**config.mk**
```make
export PLATFORM = sky130hd
export DESIGN_NAME = apb_fifo_slave
export DESIGN_NICKNAME = d
export VERILOG_FILES = /design/src/rtl/apb_fifo_pkg.sv /design/src/rtl/sync_fifo.sv /design/src/rtl/apb_fifo_slave.sv
export SDC_FILE = /design/constraint.sdc
export NUM_CORES = 1
export LEC_CHECK = 0
export BUFFER_PORTS_ARGS = -buffer_cell sky130_fd_sc_hd__buf_2
export CORE_MARGIN = 2
export CORE_UTILIZATION = 60
export CTS_CLUSTER_SIZE = 40
export DETAILED_ROUTE_END_ITERATION = 12
export PLACE_DENSITY = 0.79
export SYNTH_ARGS = -nofsm -noshare
export SYNTH_HDL_FRONTEND = slang
export SYNTH_HIERARCHICAL = 1
export SYNTH_SLANG_ARGS = --single-unit
```
**constraint.sdc**
```tcl
create_clock -name PCLK -period 4.93 [get_ports PCLK]
set_clock_uncertainty 0.1 [all_clocks]
set_input_delay 0.493 -clock PCLK [delete_from_list [all_inputs] [get_ports PCLK]]
set_output_delay 0.493 -clock PCLK [all_outputs]
set_load 0.005 [all_outputs]
```
**src/rtl/apb_fifo_pkg.sv**
```systemverilog
`default_nettype none
// ============================================================================
// Module      : apb_fifo_pkg
// Description : Register map, bit positions and status layout of the APB FIFO.
// Revision    : 1.0
// ============================================================================
package apb_fifo_pkg;

  localparam logic [3:0] CTRL_OFS   = 4'h0;
  localparam logic [3:0] STATUS_OFS = 4'h4;
  localparam logic [3:0] DATA_OFS   = 4'h8;

  localparam int CTRL_IRQ_EN_BIT = 0;
  localparam int CTRL_FLUSH_BIT  = 1;

  localparam int ST_EMPTY_BIT = 0;
  localparam int ST_FULL_BIT  = 1;
  localparam int ST_OVF_BIT   = 2;
  localparam int ST_UNF_BIT   = 3;

  typedef struct packed {
    logic [7:0] count;
    logic [3:0] rsvd;
    logic       underflow;
    logic       overflow;
    logic       full;
    logic       empty;
  } status_t;

  // Register select field of a byte offset; the low two bits are don't-care.
  function automatic logic [1:0] reg_sel(input logic [3:0] ofs);
    return ofs[3:2];
  endfunction

endpackage
`default_nettype wire

```
**src/rtl/sync_fifo.sv**
```systemverilog
`default_nettype none
// ============================================================================
// Module      : sync_fifo
// Description : Single-clock FIFO with combinational head word and flush.
// Revision    : 1.0
// ============================================================================
module sync_fifo #(
  parameter int DEPTH = 8,
  parameter int DW    = 32
) (
  input  logic                     clk,
  input  logic                     rst,
  input  logic                     push,
  input  logic                     pop,
  input  logic                     flush,
  input  logic [DW-1:0]            wdata,
  output logic [DW-1:0]            rdata,
  output logic                     empty,
  output logic                     full,
  output logic [$clog2(DEPTH):0]   count
);

  localparam int AW = $clog2(DEPTH);
  localparam int CW = AW + 1;

  logic [DW-1:0] r_mem [DEPTH];
  logic [AW-1:0] r_wptr;
  logic [AW-1:0] r_rptr;
  logic [CW-1:0] r_count;
  logic          w_push_ok;
  logic          w_pop_ok;

  assign empty     = (r_count == '0);
  assign full      = (r_count == CW'(DEPTH));
  assign count     = r_count;
  assign rdata     = r_mem[r_rptr];
  assign w_push_ok = push && !full && !flush;
  assign w_pop_ok  = pop && !empty && !flush;

  always_ff @(posedge clk) begin
    if (rst) begin
      r_wptr  <= '0;
      r_rptr  <= '0;
      r_count <= '0;
    end else if (flush) begin
      r_wptr  <= '0;
      r_rptr  <= '0;
      r_count <= '0;
    end else begin
      if (w_push_ok) r_wptr <= r_wptr + AW'(1);
      if (w_pop_ok)  r_rptr <= r_rptr + AW'(1);
      case ({w_push_ok, w_pop_ok})
        2'b10:   r_count <= r_count + CW'(1);
        2'b01:   r_count <= r_count - CW'(1);
        default: r_count <= r_count;
      endcase
    end
  end

  // Storage is deliberately left out of reset.
  always_ff @(posedge clk) begin
    if (w_push_ok) r_mem[r_wptr] <= wdata;
  end

endmodule
`default_nettype wire

```
**src/rtl/apb_fifo_slave.sv**
```systemverilog
`default_nettype none
// ============================================================================
// Module      : apb_fifo_slave
// Description : APB completer exposing a FIFO with CTRL/STATUS/DATA registers.
// Revision    : 1.0
// ============================================================================
module apb_fifo_slave
  import apb_fifo_pkg::*;
#(
  parameter int DEPTH = 8,
  parameter int DW    = 32
) (
  input  logic          PCLK,
  input  logic          PRESET,
  input  logic [3:0]    PADDR,
  input  logic          PWRITE,
  input  logic          PSEL,
  input  logic          PENABLE,
  input  logic [DW-1:0] PWDATA,
  output logic [DW-1:0] PRDATA,
  output logic          PREADY,
  output logic          IRQ
);

  localparam int CW = $clog2(DEPTH) + 1;

  localparam logic [0:0] S_IDLE = 1'b0;
  localparam logic [0:0] S_DONE = 1'b1;

  localparam logic [1:0] c_sel_ctrl   = reg_sel(CTRL_OFS);
  localparam logic [1:0] c_sel_status = reg_sel(STATUS_OFS);
  localparam logic [1:0] c_sel_data   = reg_sel(DATA_OFS);

  logic [0:0]    r_state;
  logic [0:0]    w_next_state;
  logic          w_load;
  logic          w_complete;
  logic [1:0]    w_sel;
  logic          w_is_ctrl;
  logic          w_is_status;
  logic          w_is_data;
  logic          w_wr;
  logic          w_rd;
  logic          w_push;
  logic          w_pop;
  logic          w_flush;
  logic          r_irq_en;
  logic          r_ovf;
  logic          r_unf;
  logic [DW-1:0] w_fifo_rdata;
  logic          w_empty;
  logic          w_full;
  logic [CW-1:0] w_count;
  status_t       w_status;
  logic [DW-1:0] w_rdata_mux;
  logic          w_unused;

  assign w_unused = ^PADDR[1:0];

  always_ff @(posedge PCLK) begin
    if (PRESET) r_state <= S_IDLE;
    else        r_state <= w_next_state;
  end

  always_comb begin
    w_next_state = r_state;
    case (r_state)
      S_IDLE:  if (PSEL && PENABLE) w_next_state = S_DONE;
      S_DONE:  w_next_state = S_IDLE;
      default: w_next_state = S_IDLE;
    endcase
  end

  // PRDATA is captured on the edge entering DONE; side effects on the edge leaving it.
  always_comb begin
    PREADY     = (r_state == S_DONE);
    w_load     = (r_state == S_IDLE) && PSEL && PENABLE && !PWRITE;
    w_complete = (r_state == S_DONE) && PSEL && PENABLE;
  end

  assign w_sel       = reg_sel(PADDR);
  assign w_is_ctrl   = (w_sel == c_sel_ctrl);
  assign w_is_status = (w_sel == c_sel_status);
  assign w_is_data   = (w_sel == c_sel_data);
  assign w_wr        = w_complete && PWRITE;
  assign w_rd        = w_complete && !PWRITE;
  assign w_push      = w_wr && w_is_data;
  assign w_pop       = w_rd && w_is_data;
  assign w_flush     = w_wr && w_is_ctrl && PWDATA[CTRL_FLUSH_BIT];

  sync_fifo #(
    .DEPTH (DEPTH),
    .DW    (DW)
  ) u_fifo (
    .clk   (PCLK),
    .rst   (PRESET),
    .push  (w_push),
    .pop   (w_pop),
    .flush (w_flush),
    .wdata (PWDATA),
    .rdata (w_fifo_rdata),
    .empty (w_empty),
    .full  (w_full),
    .count (w_count)
  );

  always_ff @(posedge PCLK) begin
    if (PRESET) begin
      r_irq_en <= 1'b0;
      r_ovf    <= 1'b0;
      r_unf    <= 1'b0;
    end else begin
      if (w_wr && w_is_ctrl) r_irq_en <= PWDATA[CTRL_IRQ_EN_BIT];

      if (w_wr && w_is_status && PWDATA[ST_OVF_BIT]) r_ovf <= 1'b0;
      else if (w_push && w_full)                     r_ovf <= 1'b1;

      if (w_wr && w_is_status && PWDATA[ST_UNF_BIT]) r_unf <= 1'b0;
      else if (w_pop && w_empty)                     r_unf <= 1'b1;
    end
  end

  always_comb begin
    w_status           = '0;
    w_status.empty     = w_empty;
    w_status.full      = w_full;
    w_status.overflow  = r_ovf;
    w_status.underflow = r_unf;
    w_status.count     = 8'(w_count);
  end

  always_comb begin
    w_rdata_mux = '0;
    case (w_sel)
      c_sel_ctrl:   w_rdata_mux[CTRL_IRQ_EN_BIT] = r_irq_en;
      c_sel_status: w_rdata_mux = DW'(w_status);
      c_sel_data:   if (!w_empty) w_rdata_mux = w_fifo_rdata;
      default:      w_rdata_mux = '0;
    endcase
  end

  always_ff @(posedge PCLK) begin
    if (PRESET)      PRDATA <= '0;
    else if (w_load) PRDATA <= w_rdata_mux;
  end

  assign IRQ = r_irq_en && !w_empty;

endmodule
`default_nettype wire

```
# Word level (Yosys, flattened, before mapping)
# Memory sizes are Yosys's and may differ from the RTL's. A register that Yosys moved wholly into a read port is not among the register bits.
# Cells that the tools add are included.
# word_totals
regBits	46
ramBits	256
inputBits	41
output_inout_bits	34
elab_cells	61
n_memories	1
# memory_table
name	words	width	read_ports	rd_ports_with_merged_regs	wr	line_no	rtl
u_fifo.r_mem	8	32	1	1	1	sync_fifo.sv:26	logic [DW-1:0] r_mem [DEPTH];
# classes
n_addsub	4
eq_ne	5
muxes	10
n_bitwise	1
n_reduce_logical	32
# op_table
cell	n
31-bit one-hot mux with 2 select lines	1
32-bit two-way mux	1
1-bit logical AND	22
4-bit one-hot mux with 2 select lines	1
3-bit by 1-bit adder with 3-bit output, second input constant	2
3-bit two-way mux	2
2-bit OR reduction	3
4-bit by 1-bit adder with 4-bit output, second input constant	1
2-bit by 1-bit == test with 1-bit output, second input constant	2
2-bit == test, second input constant	2
4-bit == test, second input constant	1
1-bit zero test	4
4-bit zero test	1
4-bit by 1-bit subtractor with 4-bit output, second input constant	1
1-bit two-way mux	3
1-bit one-hot mux with 3 select lines	1
2-bit zero test	1
1-bit one-hot mux with 2 select lines	1
2-bit nonzero test	1
1-bit inverter	1

# Depth between registers and ports, before layout
# Gate-level depths: netlist of the first run.
# logic_depth
word_depth	9
ltp_mapped	12
ltp_nobuf	12

# Modules after synthesis
# Netlist of the first run, hierarchy kept.
# modules_own_cells
module	n_inst	cells_per_inst	area_per_inst_um2	seq_area_each_um2
sync_fifo	1	450	10468.8	7947.6
apb_fifo_slave	1	177	1750.4	720.7

# Worst setup path before layout of the first run
# OpenSTA, ideal clock, no wires.
# synth_path
kind	input -> register
startpoint	in PSEL
endpoint	mem u_fifo.r_mem[0][0], enable pin
setup_time_ns	0.461
t_arrival_ns	3.659
path_slack_ns	0.710
path_stages	6
path_buffers	1
cell_sequence	and4_1 buf_2 and2_1 nand2_1 or3_1 nor3_1
# synth_rtl
item	line_no	rtl
start: declaration	apb_fifo_slave.sv:17	input logic PSEL,
1-bit logical AND (2 in series)	apb_fifo_slave.sv:78	w_complete = (r_state == S_DONE) && PSEL && PENABLE;
1-bit logical AND	apb_fifo_slave.sv:85	assign w_wr = w_complete && PWRITE;
1-bit logical AND	apb_fifo_slave.sv:87	assign w_push = w_wr && w_is_data;
via w_push	apb_fifo_slave.sv:44	logic w_push;
1-bit logical AND (2 in series)	sync_fifo.sv:37	assign w_push_ok = push && !full && !flush;
1-bit two-way mux	sync_fifo.sv:62	if (w_push_ok) r_mem[r_wptr] <= wdata;
1-bit two-way mux (implied by the code)	sync_fifo.sv:62	
end: declaration	sync_fifo.sv:26	
# The timed path passes the listed nets, and every way through them passes these cells.

# Worst setup path in the final report of the first run
# layout_path
startpoint	reg r_state (netlist: PREADY)
endpoint	mem u_fifo.r_mem[1][27], enable pin
# layout_rtl
item	line_no	rtl
start: declaration	apb_fifo_slave.sv:34	logic [0:0] r_state;
start signal: assignment	apb_fifo_slave.sv:62	else r_state <= w_next_state;
1-bit logical AND (2 in series)	apb_fifo_slave.sv:78	
1-bit logical AND	apb_fifo_slave.sv:85	
1-bit logical AND	apb_fifo_slave.sv:87	
via w_push	apb_fifo_slave.sv:44	
1-bit logical AND (2 in series)	sync_fifo.sv:37	
1-bit two-way mux	sync_fifo.sv:62	
1-bit two-way mux (implied by the code)	sync_fifo.sv:62	
# The timed path passes the listed nets, and every way through them passes these cells.

==> flow_metrics.env, run 1 <==
export IMPL_outcome="finished clean"
export IMPL_worst_ep_arrival_time_ns=3.19
export IMPL_die_h_um=147
export IMPL_worst_path_max_fanout=19
export IMPL_syn_inst=627
export IMPL_max_vdd_ir_drop_v=0.000301
export IMPL_yosysSeqAreaShare_pct=70.9
export IMPL_met2_length_um=11800
export IMPL_fin_setup_tns_ns=0
export IMPL_htreeDepth=1
export IMPL_wl_met1_um=9710
export IMPL_clock_latency_ns=0.54
export IMPL_tritoncts_num_sinks=305
export IMPL_clk_root_buffer_cell="sky130_fd_sc_hd__clkbuf_16"
export IMPL_core_rowCount=52
export IMPL_wl_met3_um=1420
export IMPL_avgViaCountPerCell=6.09
export IMPL_timing_final_hold_violations=0
export IMPL_synth_area_leaders="sky130_fd_sc_hd__edfxtp_1, sky130_fd_sc_hd__mux4_1, sky130_fd_sc_hd__dfxtp_1"
export IMPL_post_route_cells_drive_above_1_share_pct=32.9
export IMPL_design_core_area_um2=20100
export IMPL_finalCriticalPeriod_ns=3.08
export IMPL_max_slew_worst_pin_slew_ns=1.11
export IMPL_io_pins=75
export IMPL_highest_signal_layer="met4"
export IMPL_syn_to_final_growth_pct=12.1
export IMPL_tritoncts_num_buffers=29
export IMPL_antenna_violations_before_repair=1
export IMPL_cpMaxStageDelayCell="sky130_fd_sc_hd__nor2_4"
export IMPL_cts_resized_gates=0
export IMPL_p_leak_nw=4.48
export IMPL_synth_top_area_share_pct=62.9
export IMPL_postSynthNetCount=677
export IMPL_grtUsageTotal_pct=22.4
export IMPL_drc=0
export IMPL_synth_distinct_cells=53
export IMPL_reg2reg_slack_ns=1.85
export IMPL_num_vias=6074
export IMPL_timing_critical_path_from_type="register"
export IMPL_yosys_area_top_type="sky130_fd_sc_hd__edfxtp_1"
export IMPL_grt_pass1_vias=6365
export IMPL_count_of_hold_fix_buffers_inserted_at_cts=0
export IMPL_synth_enable_flop_cells=256
export IMPL_grt_first_pass_wirelength_um=36500
export IMPL_cp_top_family="simple AND/OR/NAND/NOR gates"
export IMPL_synth_most_common_cell="sky130_fd_sc_hd__edfxtp_1"
export IMPL_fp_dieArea_um2=21500
export IMPL_post_synth_most_frequent_cells="sky130_fd_sc_hd__edfxtp_1, sky130_fd_sc_hd__dfxtp_1, sky130_fd_sc_hd__mux4_1, sky130_fd_sc_hd__mux2_2, sky130_fd_sc_hd__nand2_1"
export IMPL_fin_hold_ws_ns=0.118
export IMPL_timing_final_max_slew_violations=0
export IMPL_numPortBuffers=72
export IMPL_pwr_density_cell_nw_per_um2=360
export IMPL_async_set_or_reset_flop_fraction_in_the_synthesized_netlist_pct=0
export IMPL_critical_path_endpoint_type="register"
export IMPL_numnets_final=755
export IMPL_slowest_delay_ns=0.65
export IMPL_cts_clk_slew_worst_paths_ns=0.06
export IMPL_max_cap_violations=0
export IMPL_grt_start_max_net_pins=65
export IMPL_worstSetupPathType="reg -> reg"
export IMPL_wirelength_um=23600
export IMPL_grt_overflow_total=0
export IMPL_synth_area_per_cell_um2=19.5
export IMPL_routabilityCongestion=0.844
export IMPL_cts_tree="yes"
export IMPL_unrepaired_setup_endpoints_after_global_routing="false"
export IMPL_fp_dieW_um=147
export IMPL_critical_path_rt_ns=5.04
export IMPL_yosys_warnings=6
export IMPL_drt_first_pass_iters=5
export IMPL_initial_standard_cell_utilization_of_the_core_pct=60.8
export IMPL_min_period_over_period_pct=62.4
export IMPL_critical_path_cell_chain="and4_1, and2_1, nand2_1, or3_1, nor2_4, buf_4"
export IMPL_ant_nets=0
export IMPL_routedWlPerCell_um=23.6
export IMPL_post_synth_instance_area_um2=12200
export IMPL_cts_max_path_buffers=3
export IMPL_synth_ff_latch_count=305
export IMPL_dp_hpwl_um=13600
export IMPL_worst_slew_margin_rel_pct=26.0
export IMPL_min_path_type="in -> reg"
export IMPL_cts_setup_buffers=0
export IMPL_max_freq_mhz=325
export IMPL_synth_main_ff_cell="sky130_fd_sc_hd__edfxtp_1"
export IMPL_combined_buffer_and_inverter_count_along_the_critical_path=1
export IMPL_setup_viol=0
export IMPL_dr_first_iter_drc_count=474
[stage by stage]
step	utilization (%)	cells	total power, mW	worst slack (ns)	cell area (µm²)
after floorplan	-	627	2.87	0.710	12200
after global placement	63.7	944	2.91	1.70	12800
after detailed placement	63.7	944	2.92	1.64	12800
after CTS	68.1	997	4.97	1.86	13700
after global routing	68.1	997	5.08	1.70	13700
final	68.1	998	4.93	1.85	13700
[worst register-to-register path, stage by stage, from the launching register on]
cell	delay [ns]
sky130_fd_sc_hd__dfxtp_1	0.39
sky130_fd_sc_hd__and4_1	0.36
sky130_fd_sc_hd__and2_1	0.23
sky130_fd_sc_hd__nand2_1	0.13
sky130_fd_sc_hd__or3_1	0.49
sky130_fd_sc_hd__nor2_4	0.66
sky130_fd_sc_hd__buf_4	0.40
[cell usage in the layout (no fill, tap or decap), types with 20 or more instances in the layout]
cell,synthesis,layout
sky130_fd_sc_hd__edfxtp_1,256,256
sky130_fd_sc_hd__buf_2,14,72
sky130_fd_sc_hd__dfxtp_1,49,47
sky130_fd_sc_hd__mux4_1,40,40
sky130_fd_sc_hd__mux2_2,32,32
sky130_fd_sc_hd__nand2_1,29,29
sky130_fd_sc_hd__clkbuf_16,0,29
sky130_fd_sc_hd__mux4_2,24,24
sky130_fd_sc_hd__nand3_2,20,20
sky130_fd_sc_hd__a21oi_2,20,20
[flip-flops by register name (all words and copies together), names as in the netlist, named ones only]
name	flops
u_fifo/count	4
PREADY	1
u_fifo/r_wptr	3
r_irq_en	1
PRDATA	32
r_unf	1
u_fifo/r_mem	256
u_fifo/r_rptr	3
r_ovf	1
[power by group]
part | internal (mW) | total (mW) | leakage (nW) | switching [mW]
registers | 2.79 | 2.79 | 2.70 | 0.000800
clock network | 1.18 | 2.07 | 0.442 | 0.884
logic | 0.0186 | 0.0725 | 1.34 | 0.0538
total | 3.99 | 4.93 | 4.48 | 0.938
[final timing paths]
check                                 from                   to  cells after the start
worst max-delay path                PREADY  u_fifo/r_mem[1][27]                      6
worst min-delay path            PWDATA[10]  u_fifo/r_mem[5][10]                      1
worst max register to register      PREADY  u_fifo/r_mem[1][27]                      6
worst min register to register  PRDATA[28]           PRDATA[28]                      2
[kinds of logic after synthesis]
group,share of synthesized area [%]
buf+inv,2.42
xor+xnor,0.502
simple gates,5.54
mux,16.1
flops,70.9
fa+ha+maj,0.922
compound gates,3.54
[layout make-up]
type | count | area, µm²
antenna | 1 | 2.50
clock buffer | 41 | 801
clock inverter | 12 | 95.1
fill | 1252 | 6400
inverter | 5 | 18.8
multi-input combinational | 279 | 3310
sequential | 305 | 8680
tap | 270 | 338
timing repair buffer | 85 | 458
[per-layer routing]
| layer | vias up | GRT usage [%] |
|---|---|---|
| met5 | - | 0 |
| met2 | 208 | 37.7 |
| met3 | 53 | 3.98 |
| li1 | 2708 | - |
| met1 | 3105 | 30.2 |
| met4 | 0 | 7.38 |
Note: power is estimated with default switching activity, not from simulation.
==> run 2, diff against run 1 <==
--- a/config.mk
+++ b/config.mk
@@ -7,10 +7,10 @@
 export LEC_CHECK = 0
 export BUFFER_PORTS_ARGS = -buffer_cell sky130_fd_sc_hd__buf_2
 export CORE_MARGIN = 2
-export CORE_UTILIZATION = 60
+export CORE_UTILIZATION = 54
 export CTS_CLUSTER_SIZE = 40
 export DETAILED_ROUTE_END_ITERATION = 12
-export PLACE_DENSITY = 0.79
+export PLACE_DENSITY = 0.75
 export SYNTH_ARGS = -nofsm -noshare
 export SYNTH_HDL_FRONTEND = slang
 export SYNTH_HIERARCHICAL = 1
==> constraint.sdc (replaced) <==
create_clock -name PCLK -period 2.55 [get_ports PCLK]
set_clock_uncertainty 0.1 [all_clocks]
set_input_delay 0.255 -clock PCLK [delete_from_list [all_inputs] [get_ports PCLK]]
set_output_delay 0.255 -clock PCLK [all_outputs]
set_load 0.005 [all_outputs]
==> run 2 against run 1 <==
Design area grew 8.4%. Global-route usage shrank 1.1 points. Hold slack lost 0.087 ns. Worst setup slack lost 1.9 ns. Sequential share of layout area shrank 4.9 points. Register-to-register slack lost 1.8 ns. Routed wire length grew 8.3%. Clock-buffer cell count shrank 6. Clock power grew 130%. Critical path type is now in -> reg. Utilization shrank 1.9 points. First-iteration DRC count shrank 1.3%. Critical endpoint is now u_fifo/count[3]. The run now ends with negative setup slack left. Combinational power grew to 2.8 times the previous value.
==> flow_metrics.env, run 2 (synthesis gave the netlist of run 1 again) <==
export IMPL_combined_buffer_and_inverter_count_along_the_critical_path=3
export IMPL_design_core_area_um2=22400
export IMPL_cts_max_path_buffers=3
export IMPL_critical_path_cell_chain="dlygate4sd3_1, buf_2, and4_4, and2_4, nand2_4, or2_4, buf_4, ha_4, nand3b_1, a2111oi_4, o31ai_2, o41ai_1"
export IMPL_timing_critical_path_from="PENABLE"
export IMPL_numnets_final=831
export IMPL_max_freq_mhz=392
export IMPL_timing_final_hold_violations=0
export IMPL_antenna_violations_before_repair=0
export IMPL_max_vdd_ir_drop_v=0.000565
export IMPL_number_of_cells_on_the_worst_reg_to_reg_path=12
export IMPL_drt_first_pass_iters=5
export IMPL_slowest_delay_ns=0.54
export IMPL_worst_ep_arrival_time_ns=2.84
export IMPL_outcome="complete, but fails checks"
export IMPL_min_period_over_period_pct=100
export IMPL_num_vias=6450
export IMPL_drc=0
export IMPL_layout_setup_ws_ns=-0.00153
export IMPL_violations_in_the_final_reports="negative setup slack"
export IMPL_min_path_type="in -> reg"
export IMPL_cts_tree="yes"
export IMPL_critical_path_endpoint_type="register"
export IMPL_p_leak_nw=4.93
export IMPL_unrepaired_setup_endpoints_after_global_routing="true"
export IMPL_grt_pass1_vias=6934
export IMPL_endpoint="u_fifo/count[3]"
export IMPL_core_rowCount=55
export IMPL_io_pins=75
export IMPL_worst_r2r_startpoint="PREADY"
export IMPL_grt_first_pass_wirelength_um=38800
export IMPL_die_h_um=154
export IMPL_worst_slew_margin_rel_pct=56.3
export IMPL_dp_hpwl_um=14800
export IMPL_tritoncts_num_sinks=305
export IMPL_critical_path_rt_ns=2.84
export IMPL_clock_latency_ns=0.54
export IMPL_reg2reg_slack_ns=0.04
export IMPL_tritoncts_num_buffers=30
export IMPL_worstSetupPathType="in -> reg"
export IMPL_wirelength_um=25500
export IMPL_fp_dieArea_um2=23800
export IMPL_post_route_cells_drive_above_1_share_pct=38.6
export IMPL_grt_start_max_net_pins=34
export IMPL_htreeDepth=1
export IMPL_number_of_flip_flops_under_the_largest_register_name=256
export IMPL_initial_standard_cell_utilization_of_the_core_pct=54.5
export IMPL_syn_to_final_growth_pct=21.6
export IMPL_ant_nets=0
export IMPL_dr_first_iter_drc_count=468
export IMPL_cts_clk_slew_worst_paths_ns=0.06
export IMPL_worst_path_max_fanout=5
export IMPL_max_flop_register="u_fifo/r_mem"
export IMPL_pwr_density_cell_nw_per_um2=692
export IMPL_fp_dieW_um=154
export IMPL_setup_viol=1
export IMPL_timing_critical_path_from_type="input pin"
export IMPL_cpMaxStageDelayCell="sky130_fd_sc_hd__dlygate4sd3_1"
export IMPL_max_slew_worst_pin_slew_ns=0.656
export IMPL_clk_root_buffer_cell="sky130_fd_sc_hd__clkbuf_16"
export IMPL_cp_top_family="simple AND/OR/NAND/NOR gates"
export IMPL_numPortBuffers=72
export IMPL_grt_overflow_total=0
export IMPL_routabilityCongestion=0.802
export IMPL_mostFrequentLayoutCells="sky130_fd_sc_hd__edfxtp_1, sky130_fd_sc_hd__buf_2, sky130_fd_sc_hd__dfxtp_1"
export IMPL_nFillCells=1447
export IMPL_grtUsageTotal_pct=21.3
export IMPL_reg2reg_to="u_fifo/count[2]"
export IMPL_max_cap_violations=0
export IMPL_finalCriticalPeriod_ns=2.55
export IMPL_worst_path_stages=12
export IMPL_num_antenna_cells=0
export IMPL_routedWlPerCell_um=23.4
export IMPL_avgViaCountPerCell=5.92
export IMPL_final_common_cell="sky130_fd_sc_hd__edfxtp_1"
export IMPL_timing_final_max_slew_violations=0
export IMPL_post_layout_total_power_mw=10.3
export IMPL_fin_hold_ws_ns=0.0315
-- run 2: cell types whose count changed in the layout (fill, tap and decap cells not counted), moves of 3 or more --
cell | previous run | this run
sky130_fd_sc_hd__buf_12 | 0 | 14
sky130_fd_sc_hd__buf_4 | 13 | 40
sky130_fd_sc_hd__bufinv_16 | 1 | 5
sky130_fd_sc_hd__clkbuf_1 | 9 | 1
sky130_fd_sc_hd__clkinv_4 | 2 | 5
sky130_fd_sc_hd__clkinvlp_4 | 0 | 6
sky130_fd_sc_hd__dlygate4sd3_1 | 0 | 34
sky130_fd_sc_hd__ha_1 | 9 | 6
-- run 2: how the worst min path moves through the flow --
stage	from	to	cells after the start
after CTS	PADDR[3]	PRDATA[0]	3
after floorplan	PWDATA[0]	u_fifo/r_mem[0][0]	0
after global placement	PRDATA[6]	PRDATA[6]	2
after global routing	PADDR[3]	PRDATA[0]	3
final	PADDR[3]	PRDATA[0]	3
after detailed placement	PRDATA[5]	PRDATA[5]	2
-- run 2: timing repair --
action                                  in CTS  in global routing
endpoints found under the hold margin      260                  0
buffers inserted                             0                  1
resized for setup                            6                 15
endpoints found under the setup margin       2                  2
pin swaps                                    0                  5
hold buffers                                34                  0
-- run 2: worst register-to-register path, delay by kind of cell, from the launching register on --
family | cells | cell delay (ns)
adders and majority gates | 2 | 0.37
and+or+nand+nor | 4 | 0.89
DFF | 1 | 0.34
AOI/OAI and AO/OA | 3 | 0.25
buffers and inverters | 1 | 0.13
xor gates and xnor gates | 2 | 0.35
-- run 2: metrics by stage --
step | setup WS, ns | std cells | area [µm²] | util (%) | TNS, ns
finish | -0.00153 | 1090 | 14900 | 66.2 | -0.00153
global route | -0.0425 | 1090 | 14900 | 66.2 | -0.0602
CTS | 0.0155 | 1089 | 14800 | 65.8 | 0
detailed placement | -0.285 | 999 | 13300 | 59.4 | -0.359
global placement | -0.0349 | 999 | 13300 | 59.4 | -0.0349
floorplan | -0.438 | 627 | 12300 | - | -63.20
-- run 2: report_power, final --
group | total (mW) | switching [mW] | internal, mW
combinational | 0.201 | 0.121 | 0.0797
clock | 4.68 | 1.86 | 2.82
sequential | 5.39 | 0.00110 | 5.39
-- run 2: cell type report --
class                   count  area [µm²]  share of cell area (%)
clock inverters            21         263                    1.77
multi-input cells         279        3440                    23.2
clock buffers              35         821                    5.53
well taps                 285         357                    2.40
inverters                   5        18.8                   0.126
repair buffers            160        1280                    8.62
flip-flops and latches    305        8670                    58.4
-- run 2: per-layer routing --
metal | GRT usage (%) | wire length [µm] | share of wire, % | vias up
li1 | - | - | - | 2870
met4 | 7.72 | 666 | 2.6 | 0
met3 | 3.59 | 1610 | 6.3 | 47
met5 | 0 | 0 | 0 | -
met1 | 28.4 | 10600 | 41 | 3303
met2 | 35.8 | 12700 | 50 | 230
==> run 3, diff against run 2 <==
--- a/config.mk
+++ b/config.mk
@@ -10,7 +10,7 @@
 export CORE_UTILIZATION = 54
 export CTS_CLUSTER_SIZE = 40
 export DETAILED_ROUTE_END_ITERATION = 12
-export PLACE_DENSITY = 0.75
+export PLACE_DENSITY_LB_ADDON = 0.25
 export SYNTH_ARGS = -nofsm -noshare
 export SYNTH_HDL_FRONTEND = slang
 export SYNTH_HIERARCHICAL = 1
==> run 3 against run 2 <==
Sequential cell count did not move. Cell count fell by 0.64%. The run still ends with negative setup slack left. Total power fell by 3.5%. Critical path depth up 2. Clock-buffer cell count up 6. Via count down 1.5%. Largest cell class unchanged. Routed wire length shrank 2.7%.
==> flow_metrics.env, run 3 (synthesis gave the netlist of run 1 again) <==
export IMPL_antenna_violations_before_repair=0
export IMPL_worst_ep_arrival_time_ns=2.97
export IMPL_design_area_um2=14700
export IMPL_ant_nets=0
export IMPL_outcome="complete, but fails checks"
export IMPL_max_vdd_ir_drop_v=0.000649
export IMPL_wirelength_um=24800
export IMPL_fp_dieArea_um2=23800
export IMPL_layout_setup_ws_ns=-0.0380
export IMPL_number_of_flip_flops_under_the_largest_register_name=256
export IMPL_global_route_usage_met2_pct=36.5
export IMPL_clk_root_buffer_cell="sky130_fd_sc_hd__clkbuf_16"
export IMPL_number_of_cells_on_the_worst_reg_to_reg_path=12
export IMPL_unrepaired_setup_endpoints_after_global_routing="true"
export IMPL_reg2reg_to="u_fifo/count[2]"
export IMPL_numnets_final=824
export IMPL_avgViaCountPerCell=5.86
export IMPL_timing_final_max_slew_violations=0
export IMPL_numPortBuffers=72
export IMPL_tritoncts_num_buffers=30
export IMPL_fp_dieW_um=154
export IMPL_mostFrequentLayoutCells="sky130_fd_sc_hd__edfxtp_1, sky130_fd_sc_hd__buf_2, sky130_fd_sc_hd__dfxtp_1"
export IMPL_syn_to_final_growth_pct=20.0
export IMPL_grtUsageTotal_pct=21.2
export IMPL_cts_max_path_buffers=3
export IMPL_grt_pass1_vias=6726
export IMPL_max_cap_violations=0
export IMPL_io_pins=75
export IMPL_grt_overflow_total=0
export IMPL_endpoint="u_fifo/count[2]"
export IMPL_violations_in_the_final_reports="negative setup slack"
export IMPL_design_core_area_um2=22400
export IMPL_worst_slew_margin_rel_pct=65.4
export IMPL_worstSetupPathType="in -> reg"
export IMPL_worst_path_max_fanout=5
export IMPL_routabilityCongestion=0.755
export IMPL_critical_path_endpoint_type="register"
export IMPL_tritoncts_num_sinks=305
export IMPL_cts_clk_slew_worst_paths_ns=0.06
export IMPL_die_h_um=154
export IMPL_reg2reg_slack_ns=0.02
export IMPL_finalCriticalPeriod_ns=2.59
export IMPL_drt_first_pass_iters=5
export IMPL_grt_start_max_net_pins=35
export IMPL_worst_hold_path_num_cells=2
export IMPL_max_slew_worst_pin_slew_ns=0.518
export IMPL_clock_latency_ns=0.54
export IMPL_grt_most_used_layer="met2"
export IMPL_routedWlPerCell_um=22.9
export IMPL_p_leak_nw=4.86
export IMPL_cell_area_reported_after_detailed_placement_um2=13300
export IMPL_pwr_density_cell_nw_per_um2=676
export IMPL_post_route_cells_drive_above_1_share_pct=36.5
export IMPL_critical_path_rt_ns=2.93
export IMPL_grt_first_pass_wirelength_um=38400
export IMPL_min_path_type="in -> reg"
export IMPL_worst_r2r_startpoint="PREADY"
export IMPL_max_freq_mhz=386
export IMPL_num_antenna_cells=0
export IMPL_fin_hold_ws_ns=0.0788
export IMPL_setup_viol=1
export IMPL_gr_usage_met3_pct=3.31
export IMPL_dr_first_iter_drc_count=482
export IMPL_core_rowCount=55
export IMPL_timing_critical_path_from_type="input pin"
export IMPL_num_vias=6351
export IMPL_initial_standard_cell_utilization_of_the_core_pct=54.5
export IMPL_cts_tree="yes"
export IMPL_final_common_cell="sky130_fd_sc_hd__edfxtp_1"
export IMPL_timing_final_hold_violations=0
export IMPL_min_period_over_period_pct=101
export IMPL_grt_met1_usage_pct=28.7
export IMPL_dp_hpwl_um=14500
export IMPL_htreeDepth=1
export IMPL_timing_critical_path_from="PADDR[3]"
export IMPL_max_flop_register="u_fifo/r_mem"
export IMPL_drc=0
run 3: where the power goes:
| group | internal (mW) | switching [mW] |
|---|---|---|
| Sequential | 5.39 | 0.000980 |
| Combinational | 0.0784 | 0.117 |
| Clock | 2.58 | 1.74 |
run 3: metrics by stage:
| stage | cells | worst slack, ns | total power [mW] | utilization [%] | setup TNS, ns |
|---|---|---|---|---|---|
| after global placement | 992 | -0.0344 | 5.64 | 59.1 | -0.0344 |
| final | 1083 | -0.0380 | 9.91 | 65.4 | -0.0380 |
| after detailed placement | 992 | -0.127 | 5.65 | 59.1 | -0.240 |
| after global routing | 1083 | -0.0903 | 10.2 | 65.4 | -0.116 |
| after floorplan | 627 | -0.438 | 5.56 | - | -63.20 |
| after CTS | 1083 | 0.00860 | 10.0 | 65.1 | 0 |
run 3: critical path, cell delays in order:
cell                            delay [ns]
sky130_fd_sc_hd__dlygate4sd3_1        0.52
sky130_fd_sc_hd__buf_2                0.14
sky130_fd_sc_hd__ha_2                 0.20
sky130_fd_sc_hd__buf_4                0.13
sky130_fd_sc_hd__and3_4               0.18
sky130_fd_sc_hd__o41ai_4              0.08
sky130_fd_sc_hd__nor2_2               0.23
sky130_fd_sc_hd__ha_4                 0.19
sky130_fd_sc_hd__xor2_1               0.16
sky130_fd_sc_hd__ha_2                 0.20
sky130_fd_sc_hd__a21oi_2              0.04
sky130_fd_sc_hd__xor2_1               0.15
sky130_fd_sc_hd__or3_1                0.34
sky130_fd_sc_hd__a21oi_2              0.15
run 3: cell type report:
class                   instances  area (µm²)
clock buffers                  41         833
clock inverters                15         150
fillers                      1485        7770
inverters                       5        18.8
multi-input cells             279        3400
flip-flops and latches        305        8670
well taps                     285         357
repair buffers                153        1230
run 3: repair_timing:
action / in CTS / in global routing
buffers inserted: 0 / 0
pin swaps: 0 / 1
endpoints found under the hold margin: 261 / 0
hold buffers: 35 / 0
resized for setup: 3 / 12
setup endpoints to repair: 2 / 2
run 3: how the worst min path moves through the flow:
stage | from | end | slack [ns]
final | PRESET | PRDATA[30] | 0.08
after global routing | PRESET | PRDATA[30] | 0.08
after CTS | PRESET | PRDATA[30] | 0.06
after detailed placement | PRDATA[4] | PRDATA[4] | 0.34
after global placement | PRDATA[28] | PRDATA[28] | 0.34
after floorplan | PWDATA[0] | u_fifo/r_mem[0][0] | 0.25
run 3: per-layer routing:
layer | part of all wire, % | up-vias
met4 | 2.1 | 0
met1 | 43 | 3292
met5 | 0 | -
li1 | - | 2845
met3 | 4.4 | 39
met2 | 51 | 175
